## config.mk

```make
export PLATFORM = sky130hd
export DESIGN_NAME = adc_ctrl
export DESIGN_NICKNAME = d
export VERILOG_FILES = /design/src/rtl/adc_ctrl.sv
export SDC_FILE = /design/constraint.sdc
export NUM_CORES = 1
export LEC_CHECK = 0
export CAP_MARGIN = 5
export CORE_AREA = 2 2 228 230
export CTS_BUF_LIST = sky130_fd_sc_hd__clkbuf_8
export DETAILED_ROUTE_END_ITERATION = 10
export DIE_AREA = 0 0 230 232
export PLACE_DENSITY = 0.53
export SLEW_MARGIN = 10
export SYNTH_ARGS = -nofsm -noshare
export SYNTH_HDL_FRONTEND = slang
export SYNTH_SLANG_ARGS = --single-unit
```

## constraint.sdc

```tcl
create_clock -name clk -period 6.33 [get_ports clk]
set_clock_uncertainty 0.1 [all_clocks]
set_input_delay 0.633 -clock clk [delete_from_list [all_inputs] [get_ports clk]]
set_output_delay 0.633 -clock clk [all_outputs]
set_load 0.05 [all_outputs]
```

## src/rtl/adc_ctrl.sv

```systemverilog
// rtl/adc_ctrl.sv - triggered ADC capture controller: pre-delay, N-beat capture, drop-on-stall.
// Optional ADC_CTRL_TIMESTAMP_EN adds a free-running counter latched into trig_timestamp on trigger.
module adc_ctrl #(
  parameter int CFG_W = 32
) (
  input  logic             clk,
  input  logic             rst,
  input  logic [255:0]     s_axis_tdata,
  input  logic             s_axis_tvalid,
  output logic             s_axis_tready,
  output logic [255:0]     m_axis_tdata,
  output logic             m_axis_tvalid,
  output logic             m_axis_tlast,
  input  logic             m_axis_tready,
  input  logic             trigger_in,
  input  logic [CFG_W-1:0] cycle_count_cfg,
  input  logic [CFG_W-1:0] pre_delay_cfg,
  output logic             capture_done,
  output logic             overflow_err
`ifdef ADC_CTRL_TIMESTAMP_EN
  ,
  output logic [CFG_W-1:0] trig_timestamp
`endif
);

  typedef enum logic [1:0] {IDLE, PRE, CAPTURE, DONE} state_t;

  localparam logic [CFG_W:0] CNT_ONE = (CFG_W+1)'(1);

  state_t         state_q, state_d;
  logic [CFG_W:0] remain_q, remain_d;
  logic [CFG_W:0] pre_q, pre_d;
  logic [255:0]   tdata_q, tdata_d;
  logic           tvalid_q, tvalid_d;
  logic           tlast_q, tlast_d;
  logic           done_q, done_d;
  logic           ovf_q, ovf_d;
  logic           load;
  logic           last_sample;
`ifdef ADC_CTRL_TIMESTAMP_EN
  logic [CFG_W-1:0] ts_cnt_q, ts_cnt_d;
  logic [CFG_W-1:0] ts_q, ts_d;
`endif

  assign s_axis_tready = 1'b1;
  assign m_axis_tdata  = tdata_q;
  assign m_axis_tvalid = tvalid_q;
  assign m_axis_tlast  = tlast_q;
  assign capture_done  = done_q;
  assign overflow_err  = ovf_q;
`ifdef ADC_CTRL_TIMESTAMP_EN
  assign trig_timestamp = ts_q;
`endif

  always_comb begin
    state_d     = state_q;
    remain_d    = remain_q;
    pre_d       = pre_q;
    tdata_d     = tdata_q;
    tvalid_d    = tvalid_q;
    tlast_d     = tlast_q;
    done_d      = 1'b0;
    ovf_d       = ovf_q;
    load        = 1'b0;
    last_sample = (remain_q == CNT_ONE);
`ifdef ADC_CTRL_TIMESTAMP_EN
    ts_cnt_d = ts_cnt_q + CFG_W'(1);
    ts_d     = ts_q;
`endif
    case (state_q)
      IDLE: begin
        if (trigger_in && (cycle_count_cfg != '0)) begin
          remain_d = {1'b0, cycle_count_cfg};
          pre_d    = {1'b0, pre_delay_cfg};
          ovf_d    = 1'b0;
          state_d  = (pre_delay_cfg == '0) ? CAPTURE : PRE;
`ifdef ADC_CTRL_TIMESTAMP_EN
          ts_d = ts_cnt_q;
`endif
        end
      end
      PRE: begin
        if (pre_q <= CNT_ONE) begin
          pre_d   = '0;
          state_d = CAPTURE;
        end else begin
          pre_d = pre_q - CNT_ONE;
        end
      end
      CAPTURE: begin
        if (s_axis_tvalid) begin
          remain_d = remain_q - CNT_ONE;
          // A held beat still waiting on the fifo wins; the new beat is lost.
          if (!tvalid_q || m_axis_tready) begin
            load = 1'b1;
          end else begin
            ovf_d = 1'b1;
          end
          if (last_sample) begin
            done_d  = 1'b1;
            state_d = DONE;
          end
        end
      end
      DONE: begin
        if (!trigger_in) begin
          state_d = IDLE;
        end
      end
      default: state_d = IDLE;
    endcase

    if (load) begin
      tdata_d  = s_axis_tdata;
      tvalid_d = 1'b1;
      tlast_d  = last_sample;
    end else if (m_axis_tready) begin
      tvalid_d = 1'b0;
      tlast_d  = 1'b0;
    end
  end

  always_ff @(posedge clk or negedge rst) begin
    if (!rst) begin
      state_q  <= IDLE;
      remain_q <= '0;
      pre_q    <= '0;
      tdata_q  <= '0;
      tvalid_q <= 1'b0;
      tlast_q  <= 1'b0;
      done_q   <= 1'b0;
      ovf_q    <= 1'b0;
`ifdef ADC_CTRL_TIMESTAMP_EN
      ts_cnt_q <= '0;
      ts_q     <= '0;
`endif
    end else begin
      state_q  <= state_d;
      remain_q <= remain_d;
      pre_q    <= pre_d;
      tdata_q  <= tdata_d;
      tvalid_q <= tvalid_d;
      tlast_q  <= tlast_d;
      done_q   <= done_d;
      ovf_q    <= ovf_d;
`ifdef ADC_CTRL_TIMESTAMP_EN
      ts_cnt_q <= ts_cnt_d;
      ts_q     <= ts_d;
`endif
    end
  end

endmodule

```

==> flow_summary.ini <==
[cts]
h-tree-depth = 3
cts_made_buffers = 67
cts_hold_buffers = 1
clkLatencyLatePin_ns = 0.64
post-cts-setup-buffers = 0
cts_root_buf = clkbuf_8
cts.sinks = 328
path_clk_slew_ns = 0.06
post_cts_resized = 0
clk_path_buf_depth = 3
cts_tree = yes

[logic_synthesis]
yosys.area.top_type = dfrtp_1
synth_nets = 1453
synth.avg_cell_area_sq_um = 12.7
ys.flop_type = dfrtp_1
yosysWarnings = 0
synth_cells = 1120
synth.top_cell.area_share_pct = 57.7
yosysUniqueCellTypes = 69
async_flop_share_pct = 100
synth_seq_cells = 328
syn-cell-area_sq_um = 14200
ys_seq_area_share_pct = 57.7
synth_edf_count = 0
synthTopCellsByArea = dfrtp_1, mux2_2, o22ai_1

[cells_and_area]
multi_input_area_sq_um = 5660
layout_commonest_cell = clkdlybuf4s50_1
n_fill_cell = 4836
final-seq-area_sq_um = 8210
final_cell_mix = clkdlybuf4s50_1, dfrtp_1, mux2_2, clkbuf_8
fin_nets = 2057
drive_gt1_share_pct = 21.0
area_delta_synth_final_pct = 55.0

[placed_design]
dp_hpwl_um = 40400
portBuffers = 584
place_congestion = 0.829

[critical_path]
ff2ff_setup_slack_ns = 2.66
cp-start-kind = flip-flop
critical-path-max-stage-delay_ns = 0.86
cp_top_family = simple AND/OR/NAND/NOR gates
critPathKind = reg -> reg
regToRegStartpoint = pre_q[13]
rr_worst_depth = 7
critPathArrivalTime_ns = 4.06
r2r_end = pre_q[21]
cp.required_ns = 6.72
cp.buffers_inverters = 1
crit_path_max_fanout = 21
crit_chain = or4_4 > or3b_1 > o41ai_4 > a21oi_2 > buf_4 > nand2_1 > o311ai_0
cp_slowest_cell = o41ai_4
critPathCaptureType = flip-flop

[timing]
setup_viol = 0
max_slew.worst_pin.slew_ns = 1.04
rsz0062_at_grt = false
timing.slew.headroom_pct = 30.0
post-route-min-period_ns = 3.67
hold-worst-slack_ns = 0.403
fmax_ghz = 0.273
min_period_over_period_pct = 57.9
hold_viol_final = 0
maxSlewViolCount = 0
tns_ns = 0

[die]
core_sq_um = 50900
rows = 83
dieArea_sq_um = 53400
io_pins = 586
die_x_um = 230
initial_core_util_pct = 27.9
dieHeight_um = 232

[drt]
viasPerCell = 4.91
wire_per_inst_um = 22.4
ant_nets = 0
vias = 12020
drc = 0
dr.pass1.iters = 6
drtIter0Drc = 755
wl_um = 54700

[worst_hold_path]
min_to = m_axis_tdata[219]
whs_path_depth = 1
hold_class = reg -> reg
hp-start = m_axis_tdata[219]

[outcome]
status = complete, no violations

[grt]
grt_pass1_vias = 12815
use_met1_pct = 22.5
overflow = 0
busiest_layer = met2
grt_max_degree = 157
grt_use_met3_pct = 8.26
gr-usage-met2_pct = 35.0
grtUsageTotal_pct = 20.1
grt_pass1_wl_um = 80600
antenna_found_initial = 8

[pwr]
power_density_nw_per_um2 = 622
ir_drop_mv = 0.361
p_leak_nw = 8.70

[run]
drv_cap = 0
-- synth_stat cells, types with 5 or more instances --
cell / number
nand3_1: 28
mux2_2: 257
o31ai_1: 5
or3_1: 7
and4_1: 7
a22oi_1: 8
a221o_1: 7
nor4_1: 35
a21oi_1: 46
nand4b_1: 5
ha_1: 8
dfrtp_1: 328
o21ai_0: 25
and3_1: 8
nor3_1: 39
inv_1: 26
nor2_1: 47
o32ai_1: 6
nand2_1: 24
a21o_1: 5
clkbuf_1: 51
a31oi_1: 5
a32oi_1: 7
nand4_1: 14
o22ai_1: 41
-- final cells by class --
cell class,instances,area share [%]
Sequential cell,328,37.2
Timing Repair Buffer,596,27.1
Multi-Input combinational cell,704,25.7
Clock buffer,79,4.93
Tap cell,680,3.86
Clock inverter,30,0.710
Inverter,27,0.460
Antenna cell,3,0.0341
-- power breakdown --
| group | leakage [nW] | total (mW) | internal, mW | switching (mW) |
|---|---|---|---|---|
| sequential | 3.82 | 3.86 | 3.16 | 0.694 |
| combinational | 4.16 | 7.74 | 2.80 | 4.94 |
| clock | 0.719 | 2.12 | 1.13 | 0.986 |
-- stage by stage --
step | utilization (%) | std cells | total power [mW] | setup WS (ns) | cell area [sq um]
global route | 43.3 | 2447 | 14.4 | 2.49 | 22000
finish | 43.3 | 2447 | 13.7 | 2.66 | 22000
global placement | 40.8 | 2334 | 11.6 | 2.21 | 20800
CTS | 43.3 | 2444 | 13.9 | 2.72 | 22000
floorplan | - | 1120 | 8.78 | 3.67 | 14200
detailed placement | 40.8 | 2334 | 11.6 | 2.19 | 20800
-- worst max path at each step --
stage / startpoint / endpoint / cells past startpoint
floorplan: pre_q[13] / pre_q[14] / 8
global placement: cycle_count_cfg[31] / pre_q[6] / 8
detailed placement: cycle_count_cfg[31] / pre_q[6] / 8
CTS: pre_q[13] / pre_q[0] / 7
global route: pre_q[9] / pre_q[0] / 7
finish: pre_q[13] / pre_q[21] / 7
-- cells by family (layout without fill, tap and decap cells) --
group           count (synthesis)  in the layout  synth area share (%)
simple gates                  246            246                  9.51
compound gates                186            186                  8.71
fa+ha+maj                       8              8                 0.704
mux                           262            262                  20.7
xor+xnor                        1              1                0.0616
flops                         328            328                  57.7
buf+inv                        88            732                  2.54
other cells                     1              4                0.0264
-- registers in the layout (all words and copies together) (netlist names) --
name / cells
capture_done: 1
m_axis_tdata: 256
m_axis_tlast: 1
m_axis_tvalid: 1
overflow_err: 1
pre_q: 33
remain_q: 33
state_q: 2
-- metal layers --
layer,up-vias,wire (um)
met5,-,41
met4,6,1360
met3,85,5000
met2,492,27900
met1,6014,20400
li1,5423,-
Note: power is estimated with default switching activity, not from simulation.
